==> src/rtl/clock_time_counter.sv <==
// BCD 24-hour time-of-day counter with 1 Hz prescaler and manual hour/minute set.
module clock_time_counter #(
  parameter int unsigned TICK_DIV = 50000000
) (
  input  logic       i_clk,
  input  logic       i_rst,
  input  logic       i_mode_btn,
  input  logic       i_inc_btn,
  output logic [3:0] o_hr_hi,
  output logic [3:0] o_hr_lo,
  output logic [3:0] o_min_hi,
  output logic [3:0] o_min_lo,
  output logic [3:0] o_sec_hi,
  output logic [3:0] o_sec_lo,
  output logic [1:0] o_mode,
  output logic       o_tick
);

  localparam int unsigned PW = (TICK_DIV > 1) ? $clog2(TICK_DIV) : 1;
  localparam logic [PW-1:0] PMAX = PW'(TICK_DIV - 1);

  typedef enum logic [1:0] {
    RUN     = 2'd0,
    SET_HR  = 2'd1,
    SET_MIN = 2'd2
  } mode_e;

  mode_e         mode_q, mode_d;
  logic [PW-1:0] presc_q, presc_d;
  logic          mode_prev_q, inc_prev_q;
  logic          mode_press, inc_press;
  logic          tick_d;

  logic [3:0] hr_hi_d, hr_lo_d, min_hi_d, min_lo_d, sec_hi_d, sec_lo_d;

  // Incremented digit candidates, each with its natural wrap.
  logic [3:0] sec_hi_inc, sec_lo_inc, min_hi_inc, min_lo_inc, hr_hi_inc, hr_lo_inc;
  logic       sec_wrap, min_wrap;

  // Rising-edge detection on the already-debounced button levels.
  assign mode_press = i_mode_btn & ~mode_prev_q;
  assign inc_press  = i_inc_btn  & ~inc_prev_q;

  // BCD incrementers for seconds (mod 60), minutes (mod 60) and hours (mod 24).
  always_comb begin
    sec_hi_inc = o_sec_hi;
    sec_lo_inc = o_sec_lo + 4'd1;
    sec_wrap   = 1'b0;
    if (o_sec_lo == 4'd9) begin
      sec_lo_inc = 4'd0;
      if (o_sec_hi == 4'd5) begin
        sec_hi_inc = 4'd0;
        sec_wrap   = 1'b1;
      end else begin
        sec_hi_inc = o_sec_hi + 4'd1;
      end
    end

    min_hi_inc = o_min_hi;
    min_lo_inc = o_min_lo + 4'd1;
    min_wrap   = 1'b0;
    if (o_min_lo == 4'd9) begin
      min_lo_inc = 4'd0;
      if (o_min_hi == 4'd5) begin
        min_hi_inc = 4'd0;
        min_wrap   = 1'b1;
      end else begin
        min_hi_inc = o_min_hi + 4'd1;
      end
    end

    hr_hi_inc = o_hr_hi;
    hr_lo_inc = o_hr_lo + 4'd1;
    if (o_hr_hi == 4'd2 && o_hr_lo == 4'd3) begin
      hr_hi_inc = 4'd0;
      hr_lo_inc = 4'd0;
    end else if (o_hr_lo == 4'd9) begin
      hr_hi_inc = o_hr_hi + 4'd1;
      hr_lo_inc = 4'd0;
    end
  end

  // Mode FSM next state, prescaler and digit updates; mode press beats inc press.
  always_comb begin
    mode_d   = mode_q;
    presc_d  = presc_q;
    tick_d   = 1'b0;
    hr_hi_d  = o_hr_hi;
    hr_lo_d  = o_hr_lo;
    min_hi_d = o_min_hi;
    min_lo_d = o_min_lo;
    sec_hi_d = o_sec_hi;
    sec_lo_d = o_sec_lo;

    unique case (mode_q)
      RUN: begin
        if (presc_q == PMAX) begin
          presc_d  = '0;
          tick_d   = 1'b1;
          sec_hi_d = sec_hi_inc;
          sec_lo_d = sec_lo_inc;
          if (sec_wrap) begin
            min_hi_d = min_hi_inc;
            min_lo_d = min_lo_inc;
            if (min_wrap) begin
              hr_hi_d = hr_hi_inc;
              hr_lo_d = hr_lo_inc;
            end
          end
        end else begin
          presc_d = presc_q + PW'(1);
        end
        if (mode_press) begin
          mode_d  = SET_HR;
          presc_d = '0;
        end
      end
      SET_HR: begin
        presc_d = '0;
        if (mode_press) begin
          mode_d = SET_MIN;
        end else if (inc_press) begin
          hr_hi_d = hr_hi_inc;
          hr_lo_d = hr_lo_inc;
        end
      end
      SET_MIN: begin
        presc_d = '0;
        if (mode_press) begin
          mode_d   = RUN;
          sec_hi_d = 4'd0;
          sec_lo_d = 4'd0;
        end else if (inc_press) begin
          min_hi_d = min_hi_inc;
          min_lo_d = min_lo_inc;
        end
      end
      default: begin
        mode_d  = RUN;
        presc_d = '0;
      end
    endcase
  end

  // State, digit and output registers with synchronous reset.
  always_ff @(posedge i_clk) begin
    if (i_rst) begin
      mode_q      <= RUN;
      presc_q     <= '0;
      mode_prev_q <= 1'b1;
      inc_prev_q  <= 1'b1;
      o_tick      <= 1'b0;
      o_hr_hi     <= 4'd0;
      o_hr_lo     <= 4'd0;
      o_min_hi    <= 4'd0;
      o_min_lo    <= 4'd0;
      o_sec_hi    <= 4'd0;
      o_sec_lo    <= 4'd0;
    end else begin
      mode_q      <= mode_d;
      presc_q     <= presc_d;
      mode_prev_q <= i_mode_btn;
      inc_prev_q  <= i_inc_btn;
      o_tick      <= tick_d;
      o_hr_hi     <= hr_hi_d;
      o_hr_lo     <= hr_lo_d;
      o_min_hi    <= min_hi_d;
      o_min_lo    <= min_lo_d;
      o_sec_hi    <= sec_hi_d;
      o_sec_lo    <= sec_lo_d;
    end
  end

  assign o_mode = mode_q;

endmodule

==> config.mk <==
export PLATFORM = sky130hd
export DESIGN_NAME = clock_time_counter
export DESIGN_NICKNAME = d
export VERILOG_FILES = /design/src/rtl/clock_time_counter.sv
export SDC_FILE = /design/constraint.sdc
export NUM_CORES = 1
export LEC_CHECK = 0
export ABC_CLOCK_PERIOD_IN_PS = 3870
export BUFFER_PORTS_ARGS = -buffer_cell sky130_fd_sc_hd__buf_2
export CAP_MARGIN = 25
export CELL_PAD_IN_SITES_DETAIL_PLACEMENT = 1
export CELL_PAD_IN_SITES_GLOBAL_PLACEMENT = 2
export CORE_MARGIN = 1.5
export CORE_UTILIZATION = 38
export DETAILED_ROUTE_END_ITERATION = 7
export PLACE_DENSITY = 0.84
export SLEW_MARGIN = 15
export SYNTH_ARGS = -nofsm -noshare
export SYNTH_HDL_FRONTEND = slang
export SYNTH_SLANG_ARGS = --single-unit
==> constraint.sdc <==
create_clock -name i_clk -period 3.87 [get_ports i_clk]
set_clock_uncertainty 0.05 [all_clocks]
set_input_delay 0.774 -clock i_clk [delete_from_list [all_inputs] [get_ports i_clk]]
set_output_delay 0.774 -clock i_clk [all_outputs]
set_load 0.01 [all_outputs]
======== After elaboration in Yosys (flattened, before gate mapping) ========
Cells that the tools add are included.
operators by class
  add/sub/neg operators ................... 7
  equal/unequal tests ..................... 21
  multiplexer cells ....................... 46
  bitwise gates (word level) .............. 5
  reductions and logical operators ........ 11
operators with widths
  cell                                                              number
  4-bit two-way mux                                                 31
  4-bit case mux with 2 select lines                                6
  26-bit by 1-bit adder with 26-bit output (second input constant)  1
  26-bit == test (second input constant)                            1
  4-bit by 1-bit adder with 4-bit output (second input constant)    6
  2-bit != test (second input constant)                             11
  4-bit == test (second input constant)                             3
  4-bit by 2-bit == test with 1-bit output (second input constant)  2
  4-bit by 3-bit == test with 1-bit output (second input constant)  2
  2-bit two-way mux                                                 3
  2-bit case mux with 3 select lines                                1
  3-bit AND reduction                                               2
  6-bit AND reduction                                               1
  1-bit two-way mux                                                 5
  5-bit AND reduction                                               1
  4-bit AND reduction                                               1
  2-bit nonzero test                                                2
  4-bit OR reduction                                                1
  1-bit NOT                                                         3
  1-bit AND                                                         2
  2-bit by 1-bit == test with 1-bit output (second input constant)  1
  2-bit == test (second input constant)                             1
  2-bit logical NOT                                                 1
  2-bit OR reduction                                                1
  1-bit logical AND                                                 1
storage, ports and cells
  register bits after elaboration ......... 55
  input port bits ......................... 4
  output and inout bits ................... 27
  word-level logic and storage cells ...... 101

======== Depth between registers and ports, before layout ========
Gate-level depths: netlist of the first run.
  depth in word-level cells ............... 7
  mapped depth ............................ 9
  mapped depth without buffers ............ 7

======== Worst setup path after synthesis of the first run ========
OpenSTA, ideal clock, no wires.
  kind .................................... register to register
  start ................................... reg presc_q[0]
  end ..................................... reg o_min_hi[3]
  setup time .............................. 0.121 ns
  data arrival time ....................... 1.977 ns
  required time ........................... 3.699 ns
  setup slack ............................. 1.722 ns
  stages on the path, launching flop included .. 7
  path buffers ............................ 0
  clock period less this slack ............ 2.148 ns
  cells stage by stage .................... dfxtp_1 -> ha_1 -> nand4_1 -> nor4_4 -> nand2_2 -> o32ai_1 -> mux2_2
on the way
  longest elaborated chain between the ends .. 3
RTL lines
  what                           line  RTL
  from (decl)                    29    logic [PW-1:0] presc_q, presc_d;
  from (signal assigned)         161   presc_q <= presc_d;
  26-bit == test                 97    if (presc_q == PMAX) begin
  2-bit != test (no line)        --
  5-bit AND reduction (no line)  --
  to (signal assigned)           167   o_min_hi <= min_hi_d;
  to (decl)                      11    output logic [3:0] o_min_hi,
Every way passes these cells.
A chain may end at the register's enable or synchronous reset.

======== Worst setup path after layout of the first run ========
Same ends and word-level chain as after synthesis.

==> results of run 1 <==
[path summary, 6_finish.rpt]
path,endpoint,depth (start not counted)
setup / recovery,o_min_hi[3],6
hold / removal,presc_q[0],1
setup reg to reg,o_min_hi[3],6
hold reg to reg,presc_q[0],1
[registers in the layout, indices dropped and copies added, names as in the netlist]
| signal | flops |
|---|---|
| o_hr_hi | 4 |
| o_min_hi | 4 |
| mode_prev_q | 1 |
| o_tick | 1 |
| presc_q | 26 |
| o_sec_lo | 4 |
| o_min_lo | 4 |
| o_mode | 2 |
| o_hr_lo | 4 |
| inc_prev_q | 1 |
| o_sec_hi | 4 |
[stage by stage]
stage | area, um^2 | hold WS [ps]
2_1_floorplan | 2964 | 379.7
3_3_place_gp | 3171 | 387.4
3_5_place_dp | 3171 | 405.4
4_1_cts | 3288 | 429.4
5_1_grt | 3288 | 467.8
6_report | 3288 | 420.5
[placed cells by master (no fill, tap or decap), drive strengths merged, types with 9 or more instances in the layout]
cell	n
nor2b	14
nand3	27
and3	10
o21ai	9
nor3	11
ha	9
nand2	24
buf	30
a21oi	13
nor2	41
dfxtp	55
inv	10
xor2	17
nand4	11
[synth_stat cells (all sizes together), types with 6 or more instances]
| library cell | number | area (um^2) |
|---|---|---|
| a21oi | 13 | 65.06 |
| or4 | 6 | 48.80 |
| dfxtp | 55 | 1101 |
| nand3 | 27 | 135.1 |
| o21ai | 9 | 45.04 |
| xnor2 | 7 | 61.31 |
| and3 | 10 | 62.56 |
| nor2 | 41 | 156.4 |
| xor2 | 17 | 148.9 |
| inv | 10 | 37.54 |
| nor2b | 14 | 87.58 |
| nor3 | 11 | 60.06 |
| ha | 9 | 112.6 |
| clkbuf | 9 | 45.04 |
| and4 | 7 | 63.81 |
| nand2 | 24 | 92.59 |
| nand4 | 11 | 68.82 |
[cell type report]
class | count | area share, %
Multi-Input combinational cell | 268 | 53.35
Sequential cell | 55 | 33.49
Timing Repair Buffer | 30 | 4.566
Tap cell | 102 | 3.881
Clock buffer | 6 | 2.511
Inverter | 10 | 1.142
Clock inverter | 2 | 1.065
[cells by family (layout without fill, tap and decap cells)]
| group | count (synthesis) | after routing | share of synthesized area [%] |
|---|---|---|---|
| compound gates | 48 | 48 | 10.85 |
| xor+xnor | 24 | 24 | 7.092 |
| fa+ha+maj | 9 | 9 | 3.799 |
| buf+inv | 23 | 48 | 3.672 |
| flops | 55 | 55 | 37.15 |
| mux | 5 | 5 | 1.899 |
| simple gates | 182 | 182 | 35.54 |
[layer usage]
metal	share of wire [%]	routed length (um)	vias to the layer above	global-route usage, %
met1	48	3504	1283	23.02
met5	0	0	-	0
li1	-	-	1292	-
met2	49	3562	31	32.52
met4	0.93	68	0	4.297
met3	1.9	137	6	2.764
[power by group through the flow]
stage          registers (W)  clock network, W  logic [W]
3_5_place_dp        0.000591                 0  0.0000385
6_report            0.000578          0.000402  0.0000375
5_1_grt             0.000579          0.000438  0.0000426
3_3_place_gp        0.000591                 0  0.0000378
2_1_floorplan       0.000591                 0  0.0000297
4_1_cts             0.000578          0.000419  0.0000387
==> flow_summary.toml, run 1 <==
[synth]
ys_types = 58
syn_nets = 359
postSynthCellCount = 346
syn-cell-area_um2 = 2964
ys.flop_type = "dfxtp_1"
synth-warning-count = 0
synth_edf_count = 0
seq_area_frac_synth_pct = 37.15
ys_ff_latch = 55
synth_area_per_cell_um2 = 8.567
async_reset_ff_share_pct = 0

[worst_setup_path]
critPathTopFamily = "simple AND/OR/NAND/NOR gates"
worst_ep_required_time_ps = 4030
r2r_start = "presc_q[0]"
r2r_setup_slack_ps = 1330
crit_path_max_fanout = 8
end_kind = "register"
crit_start = "presc_q[0]"
slowest_stage = "nor4_4"
path_class = "register to register"
critPathArrivalTime_ps = 2700
path_cells = "ha_1, nand4_1, nor4_4, nand2_2, o32ai_1, mux2_2"
critPathBufInv = 0
cp-start-kind = "register"
worst_path_largest_cell_delay_ps = 580

[power]
powerDensity_nw_per_um2 = 309.6
switchingPower_w = 0.0002250
power.total_w = 0.001018
swShare_pct = 22.10
peakVddDrop_v = 0.0002260
seqPwrFrac_pct = 56.8
clkPwrFrac_pct = 39.5
combPwrFrac_pct = 3.7
intPower_w = 0.0007930
leakagePower_nw = 1.268

[timing]
slew_violations = 0
layout_setup_ws_ps = 1331
fin_setup_tns_ps = 0
worst_pin_slew_ps = 908.8
setup_viol = 0
post-route-period-util_pct = 65.61
rsz0062_at_grt = "no"
finalCriticalPeriod_ps = 2539
max_freq_ghz = 0.3939
hold_violations = 0
slew_headroom_pct = 39.41

[die]
fp.dieH_um = 91.32
start_util_pct = 38.76
die_area_um2 = 8339
core_um2 = 7647
rows = 32
io_pins = 31
die_w_um = 91.32

[placement]
dp_slack_ps = 1264
place.gp.congestion = 0.7783
portBuffers = 30
place_inst = 465
hpwl_um = 5183

[routing]
first_iter_violations = 70
drc = 0
vias = 2612
drt_first_pass_iters = 4
antenna_left = 0
via_per_inst = 5.522
wl_per_cell_um = 15.38
wl_um = 7273

[final_layout]
area_delta_synth_final_pct = 10.93
final_cells = 473
final_layout_size_suffix_gt1_share_pct = 14.82
num_antenna_cells = 0
post-route-util_pct = 43.00
nets = 383
fillers = 932
regArea_um2 = 1101
multi_input_area_um2 = 1754

[clock_network]
cts_sinks = 55
cts-hold-fix-buffers = 0
cts_buffers = 5
cts_max_level = 2
clk_latency_ps = 310
cts_tree = "yes"
postCtsSetupRepairBufs = 0
root_buffer = "clkbuf_8"
clock_path_buffers = 2
path_clk_slew_ps = 100
cts_resized = 0

[run]
max_cap_viol_count = 0

[grt]
antenna_found_initial = 0
grtUsageTotal_pct = 18.28
overflow = 0
grt_max_degree = 38
grt_pass1_vias = 2649
grt_pass1_wl_um = 12530

[run_status]
outcome = "completed"

[min_path]
min_from = "presc_q[0]"
min_path_type = "register to register"
(Power assumes the default switching activity.)
==> inputs of run 2 (changes only) <==
--- a/config.mk
+++ b/config.mk
@@ -5,15 +5,16 @@
 export SDC_FILE = /design/constraint.sdc
 export NUM_CORES = 1
 export LEC_CHECK = 0
-export ABC_CLOCK_PERIOD_IN_PS = 3870
+export ABC_AREA = 1
+export ABC_CLOCK_PERIOD_IN_PS = 2400
 export BUFFER_PORTS_ARGS = -buffer_cell sky130_fd_sc_hd__buf_2
 export CAP_MARGIN = 25
 export CELL_PAD_IN_SITES_DETAIL_PLACEMENT = 1
 export CELL_PAD_IN_SITES_GLOBAL_PLACEMENT = 2
 export CORE_MARGIN = 1.5
-export CORE_UTILIZATION = 38
+export CORE_UTILIZATION = 33
 export DETAILED_ROUTE_END_ITERATION = 7
-export PLACE_DENSITY = 0.84
+export PLACE_DENSITY = 0.8
 export SLEW_MARGIN = 15
 export SYNTH_ARGS = -nofsm -noshare
 export SYNTH_HDL_FRONTEND = slang
==> constraint.sdc (replaced) <==
create_clock -name i_clk -period 2.4 [get_ports i_clk]
set_clock_uncertainty 0.05 [all_clocks]
set_input_delay 0.48 -clock i_clk [delete_from_list [all_inputs] [get_ports i_clk]]
set_output_delay 0.48 -clock i_clk [all_outputs]
set_load 0.01 [all_outputs]
==> run 2 against run 1 <==
Net effect: flip-flop and latch count unchanged; synthesized area is 3.8% higher; first-iteration DRC count grew 10%; cell count up 28%; clock power grew 84%; via count rose by 11%; global-route usage is 1.3 points lower; clock-buffer cell count did not move; non-clock buffer count rose by 3; utilization fell by 5.1 points; register-to-register slack worse by 780 ps; highest routed layer unchanged.
==> flow_summary.toml, run 2 <==
[synth]
ys_ff_latch = 55
postSynthCellCount = 460
async_reset_ff_share_pct = 0
ys_types = 29
yosys.area.top_type = "dfxtp_1"
syn_nets = 473
synth_edf_count = 0
ys_top_cells_by_count = "96 x nand2_1, 87 x nor2_1, 63 x inv_1"
synth-warning-count = 0
netlist.area_leader.share_pct = 35.77
yosysMostFrequentCell = "nand2_1"
ys.flop_type = "dfxtp_1"
seq_area_frac_synth_pct = 35.77
synth_area_per_cell_um2 = 6.691
synthTopCellsByArea = "dfxtp_1 36%, nand2_1 12%, nor2_1 11%"
syn-cell-area_um2 = 3078

[placement]
place.gp.congestion = 0.8189
portBuffers = 30
place_area_um2 = 3333
hpwl_um = 5933
dp_slack_ps = 516.7
place_inst = 598

[die]
die_w_um = 99.58
start_util_pct = 33.63
die_area_um2 = 9915
io_pins = 31
rows = 35
fp.dieH_um = 99.58
core_um2 = 9153

[worst_setup_path]
critPathArrivalTime_ps = 1990
cp-start-kind = "register"
crit_path_max_fanout = 7
path_class = "register to register"
r2r_setup_slack_ps = 550
end_kind = "register"
worst_ep_required_time_ps = 2550
reg2reg_depth = 10
worstReg2RegEnd = "o_hr_hi[3]"
r2r_start = "o_sec_hi[0]"

[timing]
slew_headroom_pct = 69.79
max_freq_ghz = 0.5415
finalCriticalPeriod_ps = 1847
fin_setup_tns_ps = 0
worst_pin_slew_ps = 449.6
hold_violations = 0
post-route-period-util_pct = 76.95
setup_viol = 0
layout_setup_ws_ps = 553.2
rsz0062_at_grt = "no"
slew_violations = 0
whs_ps = 315.9

[routing]
drt_first_pass_iters = 4
wl_per_cell_um = 12.72
first_iter_violations = 77
vias = 2892
via_per_inst = 4.772
wl_um = 7706
antenna_left = 0
drc = 0

[final_layout]
final_cell_area_um2 = 3466
final_common_cell = "nand2_1"
final_cells = 606
nets = 507
top_register = "presc_q"
largest_reg_flops = 26
final_cell_mix = "96 x nand2_1, 87 x nor2_1, 63 x inv_1"
area_delta_synth_final_pct = 12.60
num_antenna_cells = 0
final_layout_size_suffix_gt1_share_pct = 13.33

[clock_network]
cts_sinks = 55
cts_buffers = 5
clk_latency_ps = 310
cts_max_level = 2
root_buffer = "clkbuf_8"
clock_path_buffers = 2
path_clk_slew_ps = 100
postCtsSetupRepairBufs = 0
cts-hold-fix-buffers = 0
cts_tree = "yes"
cts_resized = 0

[power]
intPower_w = 0.001360
clkPwrFrac_pct = 42.3
swShare_pct = 22.03
peakVddDrop_v = 0.0002236
leakagePower_nw = 1.442
combPwrFrac_pct = 4.6
powerDensity_nw_per_um2 = 503.1
switchingPower_w = 0.0003841
seqPwrFrac_pct = 53.0

[run_status]
outcome = "completed"

[grt]
grtUsageTotal_pct = 17.00
busiest_layer = "met2"
grt_pass1_vias = 2906
grt_util_met2_pct = 28.61
overflow = 0
grt.met3_usage_pct = 2.389
antenna_found_initial = 0
grt_max_degree = 18
grt_pass1_wl_um = 13730
grt_util_met1_pct = 22.71

[min_path]
min_path_cells = 3
min_from = "i_mode_btn"
hold_end = "mode_prev_q"
min_path_type = "input pin to register"

[run]
max_cap_viol_count = 0
[run 2: cell types whose count changed in the layout (fill, tap and decap cells not counted), sizes merged, moves of 6 or more]
cell and delta:
nor2b -14, a21oi +18, nand2 +79, or4 -6
inv +56, o21ai +7, and3 -9, xor2 -6
and4 -7, nor2 +55
[run 2: kinds of logic after synthesis]
kind of cell / Yosys count / synth area share (%)
flops: 55 / 35.77
simple gates: 263 / 39.23
buf+inv: 73 / 10.00
fa+ha+maj: 9 / 3.659
compound gates: 47 / 7.642
xor+xnor: 13 / 3.699
[run 2: how the worst max path moves through the flow]
stage	start	endpoint	slack (ps)	cells past startpoint
3_3_place_gp	o_sec_hi[0]	o_hr_hi[3]	540	10
2_1_floorplan	o_sec_hi[0]	o_hr_hi[1]	810	10
3_5_place_dp	o_sec_hi[0]	o_hr_hi[3]	520	10
4_1_cts	o_sec_hi[0]	o_hr_hi[3]	500	10
5_1_grt	o_sec_hi[0]	o_hr_hi[3]	240	10
6_report	o_sec_hi[0]	o_hr_hi[3]	550	10
[run 2: layout make-up]
| class | count | area, um^2 |
|---|---|---|
| fill | 1198 | 5687 |
| clock buffer | 6 | 72.57 |
| tap | 111 | 138.9 |
| multi-input combinational | 332 | 1669 |
| clock inverter | 2 | 60.06 |
| timing repair buffer | 33 | 172.7 |
| inverter | 67 | 251.5 |
| sequential | 55 | 1101 |
[run 2: critical path, stage by stage (launching register included)]
cell and delay, ps:
dfxtp_1 430, ha_1 180, nand3_1 130, nand2_1 90
nand2_1 130, nor2_1 110, nand2_1 90, nor2_2 260
nand2_1 120, nand2_1 80, a21oi_1 60
[run 2: through the flow]
step / util, % / power (W)
5_1_grt: 37.87 / 0.001824
3_5_place_dp: 36.42 / 0.001029
2_1_floorplan: - / 0.001008
3_3_place_gp: 36.42 / 0.001027
6_report: 37.87 / 0.001744
4_1_cts: 37.87 / 0.001778
[run 2: routing by layer]
layer	part of all wire [%]	wire length (um)
met5	0	0
met3	1.7	134
met2	47	3600
met4	1.2	89
met1	50	3881
[run 2: power groups by stage]
stage,logic [W],registers [W],clock network [W]
final,0.0000810,0.000925,0.000738
after global routing,0.0000933,0.000927,0.000804
after CTS,0.0000831,0.000925,0.000769
after detailed placement,0.0000828,0.000946,0
after global placement,0.0000810,0.000946,0
after floorplan,0.0000620,0.000946,0
